File: src/rtl/fire_detector_pkg.sv
`default_nettype none
// ============================================================================
// Module   : fire_detector_pkg
// Brief    : State encodings, default thresholds and hazard helper shared by
//            the fire detector, extinguisher and status display.
// Revision : 1.0
// ============================================================================
package fire_detector_pkg;

    typedef logic [1:0] fd_state_t;
    typedef logic [7:0] temp_t;

    localparam logic [1:0] FD_IDLE     = 2'd0;
    localparam logic [1:0] FD_SUSPECT  = 2'd1;
    localparam logic [1:0] FD_FIRE     = 2'd2;
    localparam logic [1:0] FD_COOLDOWN = 2'd3;

    localparam logic [7:0]  FD_TEMP_THRESH     = 8'd100;
    localparam int unsigned FD_CONFIRM_CYCLES  = 4;
    localparam int unsigned FD_HOLD_CYCLES     = 16;
    localparam int unsigned FD_COOLDOWN_CYCLES = 8;

    function automatic logic fd_hazard(input logic smoke, input temp_t temp,
                                       input temp_t thresh);
        return smoke | (temp >= thresh);
    endfunction

endpackage
`default_nettype wire

File: src/rtl/fire_detector_if.sv
`default_nettype none
// ============================================================================
// Module   : fire_detector_if
// Brief    : Sensor inputs and status outputs of the fire detector.
// Revision : 1.0
// ============================================================================
interface fire_detector_if;
    import fire_detector_pkg::*;

    logic      smoke;
    temp_t     temp;
    logic      ack;
    logic      extinguish_en;
    logic      alarm;
    fd_state_t state;
    logic [7:0] fire_events;

    modport master (
        output smoke, temp, ack,
        input  extinguish_en, alarm, state, fire_events
    );

    modport slave (
        input  smoke, temp, ack,
        output extinguish_en, alarm, state, fire_events
    );
endinterface
`default_nettype wire

File: src/rtl/dwell_timer.sv
`default_nettype none
// ============================================================================
// Module   : dwell_timer
// Brief    : 8-bit up-counter with clear/increment and a hit flag at limit-1.
// Revision : 1.0
// ============================================================================
module dwell_timer (
    input  wire logic       clk,
    input  wire logic       clr_n,
    input  wire logic       clear_i,
    input  wire logic       inc_i,
    input  wire logic [7:0] limit_i,
    output logic            hit_o
);

    logic [7:0] count_q;
    logic [7:0] count_d;

    always_comb begin
        count_d = count_q;
        if (clear_i) begin
            count_d = '0;
        end else if (inc_i) begin
            count_d = count_q + 8'd1;
        end
    end

    always_ff @(posedge clk) begin
        if (!clr_n) begin
            count_q <= '0;
        end else begin
            count_q <= count_d;
        end
    end

    assign hit_o = (count_q == (limit_i - 8'd1));

endmodule
`default_nettype wire

File: src/rtl/fire_detector.sv
`default_nettype none
// ============================================================================
// Module   : fire_detector
// Brief    : Confirms smoke/over-temperature hazards and sequences the
//            extinguisher enable, alarm and fire-event count.
// Revision : 1.0
// ============================================================================
module fire_detector
    import fire_detector_pkg::*;
#(
    parameter logic [7:0]  TEMP_THRESH     = FD_TEMP_THRESH,
    parameter int unsigned CONFIRM_CYCLES  = FD_CONFIRM_CYCLES,
    parameter int unsigned HOLD_CYCLES     = FD_HOLD_CYCLES,
    parameter int unsigned COOLDOWN_CYCLES = FD_COOLDOWN_CYCLES
) (
    input  wire logic      clk,
    input  wire logic      clr_n,
    fire_detector_if.slave bus
);

    localparam logic [7:0] C_CONFIRM_LIMIT  = CONFIRM_CYCLES[7:0];
    localparam logic [7:0] C_HOLD_LIMIT     = HOLD_CYCLES[7:0];
    localparam logic [7:0] C_COOLDOWN_LIMIT = COOLDOWN_CYCLES[7:0];

    fd_state_t  state_q;
    fd_state_t  state_d;
    logic [7:0] events_q;
    logic [7:0] events_d;

    logic       w_hazard;
    logic       w_tmr_clr;
    logic       w_tmr_inc;
    logic       w_tmr_hit;
    logic [7:0] w_limit;
    logic       w_fire_entry;

    assign w_hazard = fd_hazard(bus.smoke, bus.temp, TEMP_THRESH);

    // Limit select kept apart from the FSM so hit never feeds back into it.
    always_comb begin
        w_limit = C_CONFIRM_LIMIT;
        case (state_q)
            FD_FIRE:     w_limit = C_HOLD_LIMIT;
            FD_COOLDOWN: w_limit = C_COOLDOWN_LIMIT;
            default:     w_limit = C_CONFIRM_LIMIT;
        endcase
    end

    dwell_timer u_dwell_timer (
        .clk     (clk),
        .clr_n   (clr_n),
        .clear_i (w_tmr_clr),
        .inc_i   (w_tmr_inc),
        .limit_i (w_limit),
        .hit_o   (w_tmr_hit)
    );

    always_comb begin
        state_d      = state_q;
        w_tmr_clr    = 1'b0;
        w_tmr_inc    = 1'b0;
        w_fire_entry = 1'b0;
        case (state_q)
            FD_IDLE: begin
                // The first hazard cycle already counts toward confirmation.
                if (w_hazard) begin
                    state_d   = FD_SUSPECT;
                    w_tmr_inc = 1'b1;
                end
            end
            FD_SUSPECT: begin
                if (!w_hazard) begin
                    state_d   = FD_IDLE;
                    w_tmr_clr = 1'b1;
                end else if (w_tmr_hit) begin
                    state_d      = FD_FIRE;
                    w_tmr_clr    = 1'b1;
                    w_fire_entry = 1'b1;
                end else begin
                    w_tmr_inc = 1'b1;
                end
            end
            FD_FIRE: begin
                if (w_tmr_hit) begin
                    w_tmr_clr = 1'b1;
                    if (!w_hazard) begin
                        state_d = FD_COOLDOWN;
                    end
                end else begin
                    w_tmr_inc = 1'b1;
                end
            end
            FD_COOLDOWN: begin
                if (w_hazard) begin
                    state_d      = FD_FIRE;
                    w_tmr_clr    = 1'b1;
                    w_fire_entry = 1'b1;
                end else if (bus.ack || w_tmr_hit) begin
                    state_d   = FD_IDLE;
                    w_tmr_clr = 1'b1;
                end else begin
                    w_tmr_inc = 1'b1;
                end
            end
            default: begin
                state_d   = FD_IDLE;
                w_tmr_clr = 1'b1;
            end
        endcase
    end

    always_comb begin
        events_d = events_q;
        if (w_fire_entry && (events_q != 8'hFF)) begin
            events_d = events_q + 8'd1;
        end
    end

    always_ff @(posedge clk) begin
        if (!clr_n) begin
            state_q  <= FD_IDLE;
            events_q <= '0;
        end else begin
            state_q  <= state_d;
            events_q <= events_d;
        end
    end

    assign bus.extinguish_en = (state_q == FD_FIRE);
    assign bus.alarm         = (state_q == FD_FIRE) || (state_q == FD_COOLDOWN);
    assign bus.state         = state_q;
    assign bus.fire_events   = events_q;

endmodule
`default_nettype wire

File: src/flat_wrapper.sv
// flat-port wrapper written by rule: the top's interface ports become plain ports
module fire_detector_flat import fire_detector_pkg::*;
#(
    parameter logic [7:0]  TEMP_THRESH     = FD_TEMP_THRESH,
    parameter int unsigned CONFIRM_CYCLES  = FD_CONFIRM_CYCLES,
    parameter int unsigned HOLD_CYCLES     = FD_HOLD_CYCLES,
    parameter int unsigned COOLDOWN_CYCLES = FD_COOLDOWN_CYCLES
)
  (clk, clr_n, bus_smoke, bus_temp, bus_ack, bus_extinguish_en, bus_alarm, bus_state, bus_fire_events);
  fire_detector_if bus_i ();
  input  wire logic clk;
  input  wire logic clr_n;
  input wire logic [$bits(bus_i.smoke)-1:0] bus_smoke;
  input wire logic [$bits(bus_i.temp)-1:0] bus_temp;
  input wire logic [$bits(bus_i.ack)-1:0] bus_ack;
  output wire logic [$bits(bus_i.extinguish_en)-1:0] bus_extinguish_en;
  output wire logic [$bits(bus_i.alarm)-1:0] bus_alarm;
  output wire logic [$bits(bus_i.state)-1:0] bus_state;
  output wire logic [$bits(bus_i.fire_events)-1:0] bus_fire_events;
  assign bus_i.smoke = bus_smoke;
  assign bus_i.temp = bus_temp;
  assign bus_i.ack = bus_ack;
  assign bus_extinguish_en = bus_i.extinguish_en;
  assign bus_alarm = bus_i.alarm;
  assign bus_state = bus_i.state;
  assign bus_fire_events = bus_i.fire_events;
  fire_detector #(.TEMP_THRESH(TEMP_THRESH), .CONFIRM_CYCLES(CONFIRM_CYCLES), .HOLD_CYCLES(HOLD_CYCLES), .COOLDOWN_CYCLES(COOLDOWN_CYCLES)) u_core (.clk(clk), .clr_n(clr_n), .bus(bus_i));
endmodule
File: config.mk
export PLATFORM = sky130hd
export DESIGN_NAME = fire_detector_flat
export DESIGN_NICKNAME = d
export VERILOG_FILES = /design/src/rtl/fire_detector_pkg.sv /design/src/rtl/fire_detector_if.sv /design/src/rtl/dwell_timer.sv /design/src/rtl/fire_detector.sv /design/src/flat_wrapper.sv
export SDC_FILE = /design/constraint.sdc
export NUM_CORES = 1
export LEC_CHECK = 0
export CAP_MARGIN = 20
export CORE_UTILIZATION = 53
export CTS_CLUSTER_SIZE = 20
export DETAILED_ROUTE_END_ITERATION = 7
export PLACE_DENSITY = 0.91
export REMOVE_ABC_BUFFERS = 1
export SYNTH_ARGS = -nofsm -noshare
export SYNTH_HDL_FRONTEND = slang
export SYNTH_SLANG_ARGS = --single-unit
File: constraint.sdc
create_clock -name clk -period 3.9 [get_ports clk]
set_clock_uncertainty 0.2 [all_clocks]
set_input_delay 0.585 -clock clk [delete_from_list [all_inputs] [get_ports clk]]
set_output_delay 0.585 -clock clk [all_outputs]
set_load 0.1 [all_outputs]
==> summary.txt, run 1 <==
Run status
  • Status: finished clean

GRT
  • Grt total ovfl: 0
  • Vias in the first global route: ~860
  • GR Util All Layers: 0.2009
  • Global-route wire length before repair: between 3000 and 4000 um
  • Largest net degree at the start of global routing: 17
  • Initial antenna violation count: 0

Floorplanning
  • Die Footprint: 2281 sq um
  • Initial Util: 0.5657
  • Die width: roughly 48 um
  • Die Y: approximately 48 um
  • Core box area: 1962 sq um
  • # IOs: 24
  • Core Rows: 16

Routing
  • Detailed Route WL: ~2400 um
  • Residual DRC: 0
  • Vias: between 1,000 and 1,500
  • Initial DRC count: 22
  • DRT Pass-1 Iters: 4
  • Via density: ~6
  • DR WL/cell: between 10 and 15 um
  • Final ANT Viol Nets: 0

Pwr
  • Power share of the sequential group: 0.471
  • Pwr/cell area: ~330 nW/um^2
  • Int Power: between 0.2 and 0.3 mW
  • Clock power share: 0.259
  • Maximum vdd drop: 0.2267 mV
  • Lkg Pwr: ~0.44 nW
  • Comb pwr share: 0.270
  • Switching Fraction: 0.3469
  • Net Sw Power: around 0.15 mW

Synth
  • Top-count cell post-synth: dfxtp_1
  • Share of Yosys cell area claimed by the top area cell type: 0.3247
  • Distinct cell type count after synthesis: 36
  • Synth top cells by count: dfxtp_1 (18), a21oi_1 (15), nand3_1 (9)
  • EDFF count, synth: 0
  • Synth Cell Area: approximately 1100 sq um
  • Synth Instances: 130
  • Asr flop ratio synth: 0
  • Yosys warning count: 0
  • FF+latch count, synth: 18
  • Post-synthesis sequential area ratio: 0.3247
  • Avg Cell Area, Syn: between 8 and 9 sq um
  • Top_reg_cell synth: dfxtp_1
  • Area contributors post-synth: dfxtp_1 (32%), a21oi_1 (6.8%), or4_1 (4.7%)
  • Post-synth top area cell: dfxtp_1

Clock tree
  • Postcts setup bufs: 0
  • Sink Count: 18
  • TritonCTS clock tree: yes
  • CTS clk-pin slew, worst paths: about 110 ps
  • CTS buffer count: 3
  • Post_cts resized: 0
  • H-tree depth: 1
  • Max clock buf depth: 2
  • CTS Hold Buffers Added: 0
  • Root buffer cell: clkbuf_4
  • Clock Latency Late Sink: 300 ps

Critical path
  • R2r endpoint: u_core.bus.fire_events[5]
  • CP Class: reg -> out
  • Worst stage delay on the critical path: ~1200 ps
  • CP arrival: approximately 2100 ps
  • Worst path top cell family by delay: buffers and inverters
  • CP max stage cell: clkdlybuf4s50_1
  • R2R setup slack: about 1500 ps
  • CP cell instances: clkdlybuf4s50_1
  • Worst Setup Start Kind: register
  • Buf+Inv Stages, Crit Path: 1
  • Critical Path Fanout Max: 16
  • Critical Path End Type: output pin
  • WP data required: about 3100 ps
  • R2R depth: 5

STA
  • Final setup violation count: 0
  • Final TNS setup: 0 ps
  • Max Freq: around 340 MHz
  • Max-slew headroom: 0.3499
  • Hold Worst Slack: ~290 ps
  • Period minus WS final: just under 3000 ps
  • Slew @ Worst Pin: just under 1000 ps
  • Period utilization: 0.7493
  • Final hold violation count: 0
  • Slack of the critical path: between 900 and 1000 ps
  • Slew Limit Fails: 0
  • RSZ-0062 raised after global routing: no

Cells and area
  • Layout net count: 162
  • Antenna cells: 0
  • Fill count: 180
  • Non-Filler Instances: around 170
  • Area added between synthesis and finish: 21.31%
  • Design area: between 1000 and 1500 sq um
  • Share of cells above drive strength 1: 0.08844

Placed design
  • Placed Cells incl. Taps: 170
  • PortBufs: 21
  • Dpl cell area: approximately 1300 sq um
  • Setup WS pre-CTS: around 970 ps
  • DP HPWL: 1753 um
  • Gpl congestion: around 0.76

Min path
  • Hold EP: u_core.bus.fire_events[6]
  • Hold Path Class: reg -> reg
  • HP Start: u_core.bus.fire_events[6]
  • Hold Path Stages: 2

Job
  • Max Cap Viol: 0
-- metal layers --
metal / track usage / part of all wire / up-vias
li1: - / - / 535
met1: 0.2323 / 0.43 / 478
met2: 0.3784 / 0.52 / 25
met3: 0.02264 / 0.031 / 5
met4: 0.06667 / 0.012 / 0
met5: 0 / 0 / -
-- layout make-up --
class / instances / area (sq um) / share of cell area
flip-flops and latches: 18 / 360.3 / 0.2677
repair buffers: 21 / 207.7 / 0.1543
well taps: 27 / 33.78 / 0.02509
clock buffers: 4 / 36.28 / 0.02695
inverters: 6 / 22.52 / 0.01673
multi-input cells: 98 / 685.7 / 0.5093
-- through the flow --
step | util | total power, mW
floorplan | - | 0.2948
global placement | 0.6677 | 0.3252
detailed placement | 0.6677 | 0.3301
CTS | 0.6862 | 0.4446
global route | 0.6862 | 0.4614
finish | 0.6862 | 0.4408
-- power groups by stage --
stage          clock (mW)  sequential, mW  combinational [mW]
5_1_grt             0.125           0.210               0.127
6_report            0.114           0.208               0.119
3_5_place_dp            0           0.212               0.118
3_3_place_gp            0           0.211               0.114
2_1_floorplan           0           0.235              0.0601
4_1_cts             0.118           0.208               0.119
-- worst max-delay path by stage --
stage                 from                              end  slack (ps)  cells after the start
2_1_floorplan     register                bus_extinguish_en        -190                      2
3_3_place_gp   bus_temp[4]  u_core.u_dwell_timer.count_q[5]        1050                      6
3_5_place_dp   bus_temp[4]  u_core.u_dwell_timer.count_q[7]         970                      6
4_1_cts           register                     bus_state[1]         980                      1
5_1_grt           register                        bus_alarm         890                      1
6_report          register                     bus_state[1]         980                      1
-- cells in the final DEF, fill, tap and decap left out, types with 4 or more instances in the layout --
master           count
inv_1                6
or3_1                5
nand3_1              9
clkdlybuf4s50_1     20
nor3_1               5
or4_1                7
a21oi_1             15
o31ai_1              6
o21ai_0              7
mux2i_1              4
nand2_1              6
dfxtp_1             18
-- registers in the layout, indices dropped and copies added (netlist names), named ones only --
name	flops
u_core.bus.state	1
u_core.bus.fire_events	8
u_core.u_dwell_timer.count_q	8
-- cells by family after synthesis --
group           share of synthesized area
simple gates                       0.2762
compound gates                     0.2672
flops                              0.3247
buf+inv                           0.05749
mux                               0.03608
xor+xnor                          0.01579
fa+ha+maj                         0.02254
(Power assumes the default switching activity.)
==> inputs of run 2 (changes only) <==
- CORE_UTILIZATION: 53 -> 45
- PLACE_DENSITY: 0.91 -> 0.83
- clock period: 3.9 -> 2.6 ns (I/O delays scaled with it)
==> run 2 against run 1 <==
Effect of this change: power grew 53%; critical endpoint is now u_core.u_dwell_timer.count_q[5]; first-iteration DRC count shrank 4.5%; flip-flop and latch count is the same; clock-buffer cell count is the same; worst hold slack gained 2.8 ps; die area grew 17%; global-route usage grew 0.86 points.
==> summary.txt, run 2 (synthesis results as in run 1) <==
Routing
  • Residual DRC: 0
  • Via density: approximately 6
  • Final ANT Viol Nets: 0
  • Initial DRC count: 21
  • Detailed Route WL: between 2000 and 2500 um
  • Vias: about 1,100
  • DR WL/cell: ~14 um
  • DRT Pass-1 Iters: 4

Floorplanning
  • # IOs: 24
  • Die width: a little over 50 um
  • Die Footprint: 2669 sq um
  • Die Y: ~52 um
  • Core box area: around 2300 sq um
  • Initial Util: 0.4876
  • Core Rows: 17

Placed design
  • PortBufs: 21
  • Gpl congestion: around 0.74
  • Placed Cells incl. Taps: between 150 and 200
  • DP HPWL: around 1900 um

Cells and area
  • Layout net count: around 170
  • Area added between synthesis and finish: 23.00%
  • Non-Filler Instances: 181
  • Antenna cells: 0
  • Fin util: 0.5998
  • Commonest cells after routing, fill and taps aside: dfxtp_1 (18), buf_4 (18), a21oi_1 (15), nand3_1 (9), clkdlybuf4s50_1 (9)
  • Share of cells above drive strength 1: 0.1961
  • Fill count: between 150 and 200

Critical path
  • Worst path top cell family by delay: compound AO/OA/AOI/OAI gates
  • Critical Path Fanout Max: 8
  • CP Class: in -> reg
  • Buf+Inv Stages, Crit Path: 1
  • CP max stage cell: or4_1
  • CP cell instances: clkdlybuf4s50_1 -> o311a_4 -> o41ai_4 -> o211ai_2 -> or4_1 -> a21oi_1
  • R2R setup slack: 380 ps
  • Critical Path End Type: register
  • Worst stage delay on the critical path: around 560 ps
  • WP data required: between 2000 and 3000 ps
  • CP Launch Point: bus_temp[4]
  • RR Startpoint: u_core.u_dwell_timer.count_q[4]
  • CP arrival: 2340 ps
  • Worst Setup Start Kind: input port

GRT
  • Grt total ovfl: 0
  • Initial antenna violation count: 0
  • Largest net degree at the start of global routing: 17
  • Global-route wire length before repair: between 4000 and 5000 um
  • Vias in the first global route: roughly 1,000
  • GR Util All Layers: 0.2096

Clock tree
  • Clock Latency Late Sink: 290 ps
  • CTS clk-pin slew, worst paths: 100 ps
  • TritonCTS clock tree: yes
  • Post_cts resized: 0
  • Postcts setup bufs: 0
  • Sink Count: 18
  • Root buffer cell: clkbuf_4
  • CTS buffer count: 3
  • Max clock buf depth: 2
  • CTS Hold Buffers Added: 0
  • H-tree depth: 1

STA
  • Period minus WS final: approximately 2300 ps
  • Final hold violation count: 0
  • Slew @ Worst Pin: roughly 480 ps
  • Max-slew headroom: 0.6811
  • Period utilization: 0.8896
  • Max Freq: roughly 430 MHz
  • RSZ-0062 raised after global routing: no
  • Slew Limit Fails: 0
  • Final setup violation count: 0

Job
  • Max Cap Viol: 0

Pwr
  • Lkg Pwr: approximately 0.5 nW
  • Maximum vdd drop: approximately 0.54 mV
  • Total Power: ~0.68 mW
  • Pwr/cell area: just under 500 nW/um^2

Run status
  • Status: finished clean

Min path
  • Hold Path Class: reg -> reg
  • HP Start: u_core.bus.fire_events[6]
-- run 2: cell count changes in the layout (fill, tap and decap cells not counted), sizes merged --
cell,before,now
buf,1,18
clkdlybuf4s50,20,9
-- run 2: path summary, 6_finish.rpt --
| kind | depth (start not counted) | to |
|---|---|---|
| min reg2reg | 2 | u_core.bus.fire_events[6] |
| min | 2 | u_core.bus.fire_events[6] |
| max | 6 | u_core.u_dwell_timer.count_q[5] |
| max reg2reg | 6 | u_core.bus.fire_events[3] |
-- run 2: tightest hold or removal path, cell delays in order, from the launching register on --
cell and delay (ps):
dfxtp_1 340, nand2_1 60, mux2i_1 50
-- run 2: power by group --
part	switching (mW)	internal, mW	total (mW)
Clock	0.0862	0.0854	0.172
Sequential	0.0211	0.288	0.309
Combinational	0.127	0.0692	0.196
-- run 2: through the flow --
step / area [sq um] / setup TNS (ps) / setup slack (ps) / hold slack, ps
floorplan: 1069 / -14210 / -1298 / 252.0
CTS: 1365 / 0 / 271.2 / 289.9
global route: 1365 / 0 / 193.2 / 322.6
finish: 1365 / 0 / 287.0 / 290.8
detailed placement: 1329 / -53.29 / -33.17 / 276.9
global placement: 1329 / 0 / 36.78 / 263.1
-- run 2: area by class of cell --
| class | count | area (sq um) | share of cell area |
|---|---|---|---|
| clock buffers | 4 | 36.28 | 0.02658 |
| multi-input cells | 98 | 685.7 | 0.5023 |
| flip-flops and latches | 18 | 360.3 | 0.2640 |
| well taps | 28 | 35.03 | 0.02566 |
| repair buffers | 27 | 225.2 | 0.1650 |
| inverters | 6 | 22.52 | 0.01650 |
-- run 2: routing by layer --
| layer | GRT usage | part of all wire | wire [um] | vias up |
|---|---|---|---|---|
| met2 | 0.3550 | 0.51 | 1254 | 24 |
| met1 | 0.2571 | 0.45 | 1110 | 506 |
| met4 | 0.04955 | 0.0053 | 13 | 0 |
| li1 | - | - | - | 546 |
| met5 | 0 | 0 | 0 | - |
| met3 | 0.06433 | 0.038 | 94 | 2 |
==> inputs of run 3 (changes only) <==
- PLACE_DENSITY: 0.83 -> 0.75
==> run 3 against run 2 <==
Effect of this change: fmax is 0.20% higher; power rose by 1.2%; clock power increased by 3%; flip-flop and latch count unchanged; cell area up 0.55%; cell count rose by 0.55%; sequential power about the same; setup slack better by 4.7 ps; critical path depth is 1 higher; via count increased by 1.0%.
==> summary.txt, run 3 (synthesis results as in run 1) <==
Critical path
  • Worst stage delay on the critical path: roughly 600 ps
  • CP arrival: between 2000 and 2500 ps
  • R2R depth: 6
  • Critical Path Fanout Max: 11
  • CP Class: in -> reg
  • R2R setup slack: 350 ps
  • Critical Path End Type: register
  • CP cell instances: clkdlybuf4s50_1 -> o311a_4 -> or3_4 -> buf_4 -> nand3_1 -> or4_1 -> a21oi_1
  • CP max stage cell: or4_1
  • WP data required: between 2000 and 3000 ps
  • Worst Setup Start Kind: input port
  • R2r endpoint: u_core.bus.fire_events[3]

Job
  • Max Cap Viol: 0

Floorplanning
  • Die width: approximately 52 um
  • Die Footprint: 2669 sq um
  • Core Rows: 17
  • # IOs: 24
  • Initial Util: 0.4876
  • Core box area: 2276 sq um
  • Die Y: between 50 and 60 um

STA
  • Slew @ Worst Pin: around 470 ps
  • Max-slew headroom: 0.6842
  • Slack of the critical path: 291.7 ps
  • Final hold violation count: 0
  • Max Freq: ~430 MHz
  • Period utilization: 0.8878
  • RSZ-0062 raised after global routing: no
  • Period minus WS final: ~2300 ps
  • Final setup violation count: 0
  • Slew Limit Fails: 0

Routing
  • Vias: ~1,100
  • Initial DRC count: 24
  • DR WL/cell: 13.95 um
  • Via density: between 5 and 6
  • Residual DRC: 0
  • DRT Pass-1 Iters: 4
  • Detailed Route WL: about 2500 um
  • Final ANT Viol Nets: 0

Min path
  • HP Start: u_core.bus.fire_events[6]
  • Hold Path Class: reg -> reg
  • Hold Path Stages: 2
  • Hold EP: u_core.bus.fire_events[6]

GRT
  • Grt total ovfl: 0
  • Largest net degree at the start of global routing: 17
  • GR Util All Layers: 0.2135
  • Global-route wire length before repair: 4319 um
  • Initial antenna violation count: 0
  • Vias in the first global route: 971

Clock tree
  • H-tree depth: 1
  • Clock Latency Late Sink: around 290 ps
  • CTS clk-pin slew, worst paths: roughly 110 ps
  • CTS Hold Buffers Added: 0
  • Max clock buf depth: 2
  • Postcts setup bufs: 0
  • Post_cts resized: 0
  • Root buffer cell: clkbuf_4
  • Sink Count: 18
  • TritonCTS clock tree: yes
  • CTS buffer count: 3

Placed design
  • PortBufs: 21
  • Placed Cells incl. Taps: 178
  • Setup WS pre-CTS: -36.27 ps
  • Dpl cell area: around 1300 sq um
  • Gpl congestion: roughly 0.79
  • DP HPWL: about 2000 um

Cells and area
  • Design area: 1373 sq um
  • Fill count: between 200 and 250
  • Fin util: 0.6031
  • Antenna cells: 0
  • Layout net count: 169
  • Area added between synthesis and finish: 23.68%
  • Non-Filler Instances: approximately 180
  • Share of cells above drive strength 1: 0.2013
  • Commonest cells after routing, fill and taps aside: buf_4 (19), dfxtp_1 (18), a21oi_1 (15), nand3_1 (9), clkdlybuf4s50_1 (9)
  • Commonest non-fill, non-tap cell in the layout: buf_4

Pwr
  • Total Power: 0.6844 mW
  • Maximum vdd drop: 0.3061 mV
  • Pwr/cell area: approximately 500 nW/um^2
  • Lkg Pwr: between 0.4 and 0.5 nW

Run status
  • Status: finished clean
-- run 3: cell count changes in the layout (fill, tap and decap cells not counted) --
cell / delta
buf_4: +1
-- run 3: worst max-delay path by stage --
stage	start	to	slack, ps	depth (start not counted)
after floorplan	register	bus_extinguish_en	-1300	2
after global routing	bus_temp[5]	u_core.bus.fire_events[3]	190	7
after CTS	bus_temp[4]	u_core.u_dwell_timer.count_q[6]	290	6
final	bus_temp[5]	u_core.bus.fire_events[3]	290	7
after detailed placement	bus_temp[4]	u_core.u_dwell_timer.count_q[6]	-40	6
after global placement	bus_temp[4]	u_core.u_dwell_timer.count_q[5]	20	6
-- run 3: report_power, final --
part / total, mW / switching [mW] / internal [mW]
logic: 0.199 / 0.129 / 0.0702
registers: 0.308 / 0.0203 / 0.288
clock network: 0.177 / 0.0917 / 0.0853
total: 0.684 / 0.241 / 0.443
-- run 3: per-layer routing --
| layer | GRT usage | vias up | part of all wire |
|---|---|---|---|
| met2 | 0.3680 | 27 | 0.51 |
| met3 | 0.05263 | 2 | 0.036 |
| met5 | 0 | - | 0 |
| li1 | - | 547 | - |
| met1 | 0.2633 | 513 | 0.45 |
| met4 | 0.05405 | 0 | 0.0063 |
-- run 3: worst max-delay path: cells and delay by family --
kind | cells | cell delay [ps]
compound gates | 2 | 390
simple gates | 3 | 970
buf+inv | 2 | 570
-- run 3: area by class of cell --
cell class	count	area [sq um]	share of cell area
clock buffers	4	36.28	0.02644
inverters	6	22.52	0.01641
multi-input cells	98	685.7	0.4995
flip-flops and latches	18	360.3	0.2625
well taps	28	35.03	0.02552
repair buffers	28	232.7	0.1696
-- run 3: stage by stage --
step	hold WS [ps]	setup TNS, ps
3_3_place_gp	261.8	0
6_report	295.4	0
5_1_grt	319.7	0
3_5_place_dp	284.9	-112.8
2_1_floorplan	252.0	-14210
4_1_cts	302.4	0
